<file path="src/rtl/mac_pkg.sv">
// Shared definitions for the MAC datapath: accumulator result width and
// the depth of the result drain FIFO.
package mac_pkg;

   localparam int MAC_DATA_W      = 9;
   localparam int MAC_DRAIN_DEPTH = 4;

   typedef logic [MAC_DATA_W-1:0] mac_data_t;

endpackage

</file>
<file path="src/rtl/mac_drain_mem.sv">
// Register-array storage for the result drain: one synchronous write port
// and one asynchronous read port, so the FIFO head falls through combinationally.
module mac_drain_mem #(
   parameter int DATA_W = 9,
   parameter int DEPTH  = 4,
   parameter int ADDR_W = $clog2(DEPTH)
) (
   input  logic              clk,
   input  logic              we,
   input  logic [ADDR_W-1:0] waddr,
   input  logic [DATA_W-1:0] wdata,
   input  logic [ADDR_W-1:0] raddr,
   output logic [DATA_W-1:0] rdata
);

   logic [DATA_W-1:0] mem [DEPTH];

   // Contents are deliberately not reset; the drain's count masks stale entries.
   always_ff @(posedge clk) begin
      if (we) begin
         mem[waddr] <= wdata;
      end
   end

   assign rdata = mem[raddr];

endmodule

</file>
<file path="src/rtl/mac_result_drain.sv">
// Captures strobed accumulator results into a small FWFT FIFO and hands them
// to a valid/ready sink; results arriving while full are dropped and flagged.
module mac_result_drain
   import mac_pkg::*;
#(
   parameter int DATA_W = MAC_DATA_W,
   parameter int DEPTH  = MAC_DRAIN_DEPTH
) (
   input  logic                       clk,
   input  logic                       rst,
   input  logic                       acc_valid,
   input  logic [DATA_W-1:0]          acc_data,
   output logic                       out_valid,
   output logic [DATA_W-1:0]          out_data,
   input  logic                       out_ready,
   output logic [$clog2(DEPTH+1)-1:0] count,
   output logic                       overflow,
   input  logic                       ovf_clr
);

   localparam int PTR_W = $clog2(DEPTH);
   localparam int CNT_W = $clog2(DEPTH+1);
   localparam logic [CNT_W-1:0] FULL_CNT = CNT_W'(DEPTH);

   logic [PTR_W-1:0]  wr_ptr;
   logic [PTR_W-1:0]  rd_ptr;
   logic [DATA_W-1:0] head_data;
   logic              full;
   logic              pop;
   logic              push;
   logic              drop;

   // A pop frees a slot in the same cycle, so a full FIFO can still accept a push.
   always_comb begin
      full      = (count == FULL_CNT);
      out_valid = (count != '0);
      pop       = out_valid & out_ready;
      push      = acc_valid & (~full | pop);
      drop      = acc_valid & full & ~pop;
      out_data  = out_valid ? head_data : '0;
   end

   mac_drain_mem #(
      .DATA_W (DATA_W),
      .DEPTH  (DEPTH),
      .ADDR_W (PTR_W)
   ) u_mem (
      .clk   (clk),
      .we    (push),
      .waddr (wr_ptr),
      .wdata (acc_data),
      .raddr (rd_ptr),
      .rdata (head_data)
   );

   always_ff @(posedge clk or negedge rst) begin
      if (!rst) begin
         wr_ptr <= '0;
         rd_ptr <= '0;
         count  <= '0;
      end else begin
         if (push) begin
            wr_ptr <= wr_ptr + PTR_W'(1);
         end
         if (pop) begin
            rd_ptr <= rd_ptr + PTR_W'(1);
         end
         case ({push, pop})
            2'b10:   count <= count + CNT_W'(1);
            2'b01:   count <= count - CNT_W'(1);
            default: count <= count;
         endcase
      end
   end

   // A drop in the same cycle as a clear must leave the flag set.
   always_ff @(posedge clk or negedge rst) begin
      if (!rst) begin
         overflow <= 1'b0;
      end else if (drop) begin
         overflow <= 1'b1;
      end else if (ovf_clr) begin
         overflow <= 1'b0;
      end
   end

endmodule

</file>
<file path="config.mk">
export PLATFORM = sky130hd
export DESIGN_NAME = mac_result_drain
export DESIGN_NICKNAME = d
export VERILOG_FILES = /design/src/rtl/mac_pkg.sv /design/src/rtl/mac_drain_mem.sv /design/src/rtl/mac_result_drain.sv
export SDC_FILE = /design/constraint.sdc
export NUM_CORES = 1
export LEC_CHECK = 0
export CORE_ASPECT_RATIO = 1.4
export CORE_MARGIN = 4
export CORE_UTILIZATION = 40
export DETAILED_ROUTE_END_ITERATION = 10
export PLACE_DENSITY = 0.58
export SETUP_SLACK_MARGIN = 0.3
export SLEW_MARGIN = 30
export SYNTH_ARGS = -nofsm -noshare
export SYNTH_HDL_FRONTEND = slang
export SYNTH_SLANG_ARGS = --single-unit
</file>
<file path="constraint.sdc">
create_clock -name clk -period 2.5 [get_ports clk]
set_clock_uncertainty 0.2 [all_clocks]
set_input_delay 0.25 -clock clk [delete_from_list [all_inputs] [get_ports clk]]
set_output_delay 0.25 -clock clk [all_outputs]
set_load 0.01 [all_outputs]
</file>
==> results.cfg <==
[setup_path]
crit_family = multiplexers
cp-end-kind = output port
critPathArrivalTime_ns = 1.69
reg2reg_from = count[2]
crit_type = flop to output port
required_ns = 2.05
critPathLaunchType = flop
max_stage_delay_ns = 0.48
cp_num_buf_inv = 3
worstPathCellList = buf_4 > buf_8 > mux4_2 > and2_1 > buf_2
worstPathMaxFanout = 5
cp-startpoint = rd_ptr[0]
cpMaxStageDelayCell = mux4_2

[global_route]
met3_usage_pct = 3.99
antenna_found_initial = 0
grt_pass1_vias = 1186
track_usage_pct = 13.4
overflow = 0
grt_busiest_layer = met2
grt_use_met2_pct = 22.5
grt_use_met1_pct = 15.8
grt_pass1_wl_um = 5930
grt_max_degree = 14

[logic_synthesis]
dominantRegCellSynth = edfxtp_1
ys_seq_area_share_pct = 67.1
synth_area_leaders = edfxtp_1, mux4_2, dfrtp_1
synth_fp_nets = 131
synth_area_leader_cell = edfxtp_1
yosysMostFrequentCell = edfxtp_1
synthCells = 112
ys_warn_count = 0
synth_top_area_share_pct = 56.6
synth_edf_count = 36
synth.avg_cell_area_um2 = 17.1
yosys-top-cells-count = edfxtp_1, and2_1, mux4_2
ys_types = 34
syn_area_um2 = 1910
async_flop_share_pct = 18.2
yosys_register_bits = 44

[route]
wl_um = 3490
post_drt_wl_per_cell_um = 15.9
vias = 1074
ant_nets = 0
firstDrtPassIters = 4
avgViaCountPerCell = 4.90
drc = 0
drtIter0Drc = 50

[timing]
fmax_ghz = 0.468
slew_viol_final = 0
tns_ns = 0
post-route-period-util_pct = 85.5
relSlewSlack_pct = 75.1
worst_pin_slew_ns = 0.373
setup_viol = 0
rsz0062_at_grt = true
hold_viol = 0
min_period_ns = 2.14

[min_path]
hp-class = input pin to async pin

[floorplan]
die_y_um = 89.8
coreArea_um2 = 4570
pin_count = 28
initial_utilization_pct = 41.8
dieArea_um2 = 5960
die_w_um = 66.4
std_cell_rows = 29

[cells_and_area]
area_growth_syn_to_layout_pct = 27.0
drive_gt1_share_pct = 31.8
fillCellCount = 423
seq_area_um2 = 1290
final_net_count = 175
multiInputGateArea_um2 = 584
antennaDiodeCount = 0
finalNonFillerCells = 219

[clock_network]
cts_buffers = 5
cts_sinks = 44
root_buffer = clkbuf_8
clockBufferDepth = 2
cts_tree = done
hold_buffers = 0
insertion_delay_ns = 0.29
h-tree-depth = 2
clk_pin_slew_ns = 0.08

[place]
dp_cells = 204
dp_hpwl_um = 2410
gp_routability_congestion = 0.752
io_buffers = 27

[pwr]
power.leakage_nw = 0.894
power_density_nw_per_um2 = 1150
peakVddDrop_v = 0.000485

[run_status]
status = completed

[job]
maxCapViolations = 0
-- flip-flops by register name (all words and copies together), names as in the netlist --
name,cells
count,3
overflow,1
rd_ptr,2
u_mem.mem,36
wr_ptr,2
-- cell usage in the layout (no fill, tap or decap), types with 2 or more instances in the layout --
| cell | synthesis | routed |
|---|---|---|
| mux4_2 | 9 | 9 |
| and2_1 | 13 | 13 |
| inv_1 | 6 | 6 |
| xnor2_1 | 4 | 4 |
| clkbuf_2 | 0 | 5 |
| edfxtp_1 | 36 | 36 |
| ha_1 | 4 | 4 |
| buf_4 | 1 | 13 |
| clkdlybuf4s50_1 | 0 | 18 |
| dfrtp_2 | 0 | 4 |
| nand2_1 | 3 | 3 |
| o21ai_0 | 2 | 2 |
| dfrtp_1 | 8 | 4 |
| clkbuf_8 | 0 | 5 |
| nor2b_2 | 1 | 2 |
| buf_2 | 2 | 4 |
-- area by class of cell --
class | count | share of cell area [%]
Sequential cell | 44 | 53.0
Clock buffer | 6 | 2.99
Tap cell | 62 | 3.20
Clock inverter | 2 | 1.44
Timing Repair Buffer | 42 | 14.4
Inverter | 6 | 0.928
Multi-Input combinational cell | 57 | 24.1
-- cell families after synthesis --
family                   after synthesis  synth area share [%]
AO/OA/AOI/OAI                         10                  3.67
multiplexers                          11                  11.7
adder cells (fa/ha/maj)                5                  3.67
flip-flops                            44                  67.1
XOR/XNOR                               5                  2.29
AND/OR/NAND/NOR                       26                  8.71
buffers and inverters                 11                  2.88
-- final timing paths --
path	slack [ns]	cells after the start	end
setup reg to reg	0.38	6	count[2]
max in group asynchronous	1.77	1	count[2]
setup / recovery	0.36	5	out_data[8]
hold / removal	0.04	1	count[1]
min in group clk	0.33	2	overflow
hold reg to reg	0.33	2	overflow
-- metal layers --
metal,wire length [um],vias up
li1,-,506
met4,60,0
met1,1400,543
met2,1880,20
met3,155,5
met5,0,-
-- power by group --
part,switching (mW),total [mW],internal (mW)
registers,0.100,1.09,0.989
logic,0.532,1.19,0.655
clock network,0.229,0.525,0.296
total,0.861,2.80,1.94
-- stage by stage --
stage | total power, mW | utilization, % | hold slack (ns) | setup slack (ns) | instance area [um2]
after floorplan | 1.81 | - | -0.246 | 0.311 | 1930
after global routing | 3.00 | 53.1 | 0.0454 | 0.256 | 2430
after detailed placement | 2.33 | 50.2 | 0.326 | 0.0378 | 2300
after global placement | 2.28 | 50.2 | 0.318 | 0.109 | 2300
after CTS | 2.87 | 53.4 | 0.0421 | 0.301 | 2440
final | 2.80 | 53.1 | 0.0375 | 0.362 | 2430
-- repair_timing --
item,CTS,global route
endpoints found under the hold margin,0,0
setup buffers,6,1
gates resized for setup,30,6
pin swaps,1,1
endpoints found under the setup margin,12,12
Power figures use the tool's default switching activity.
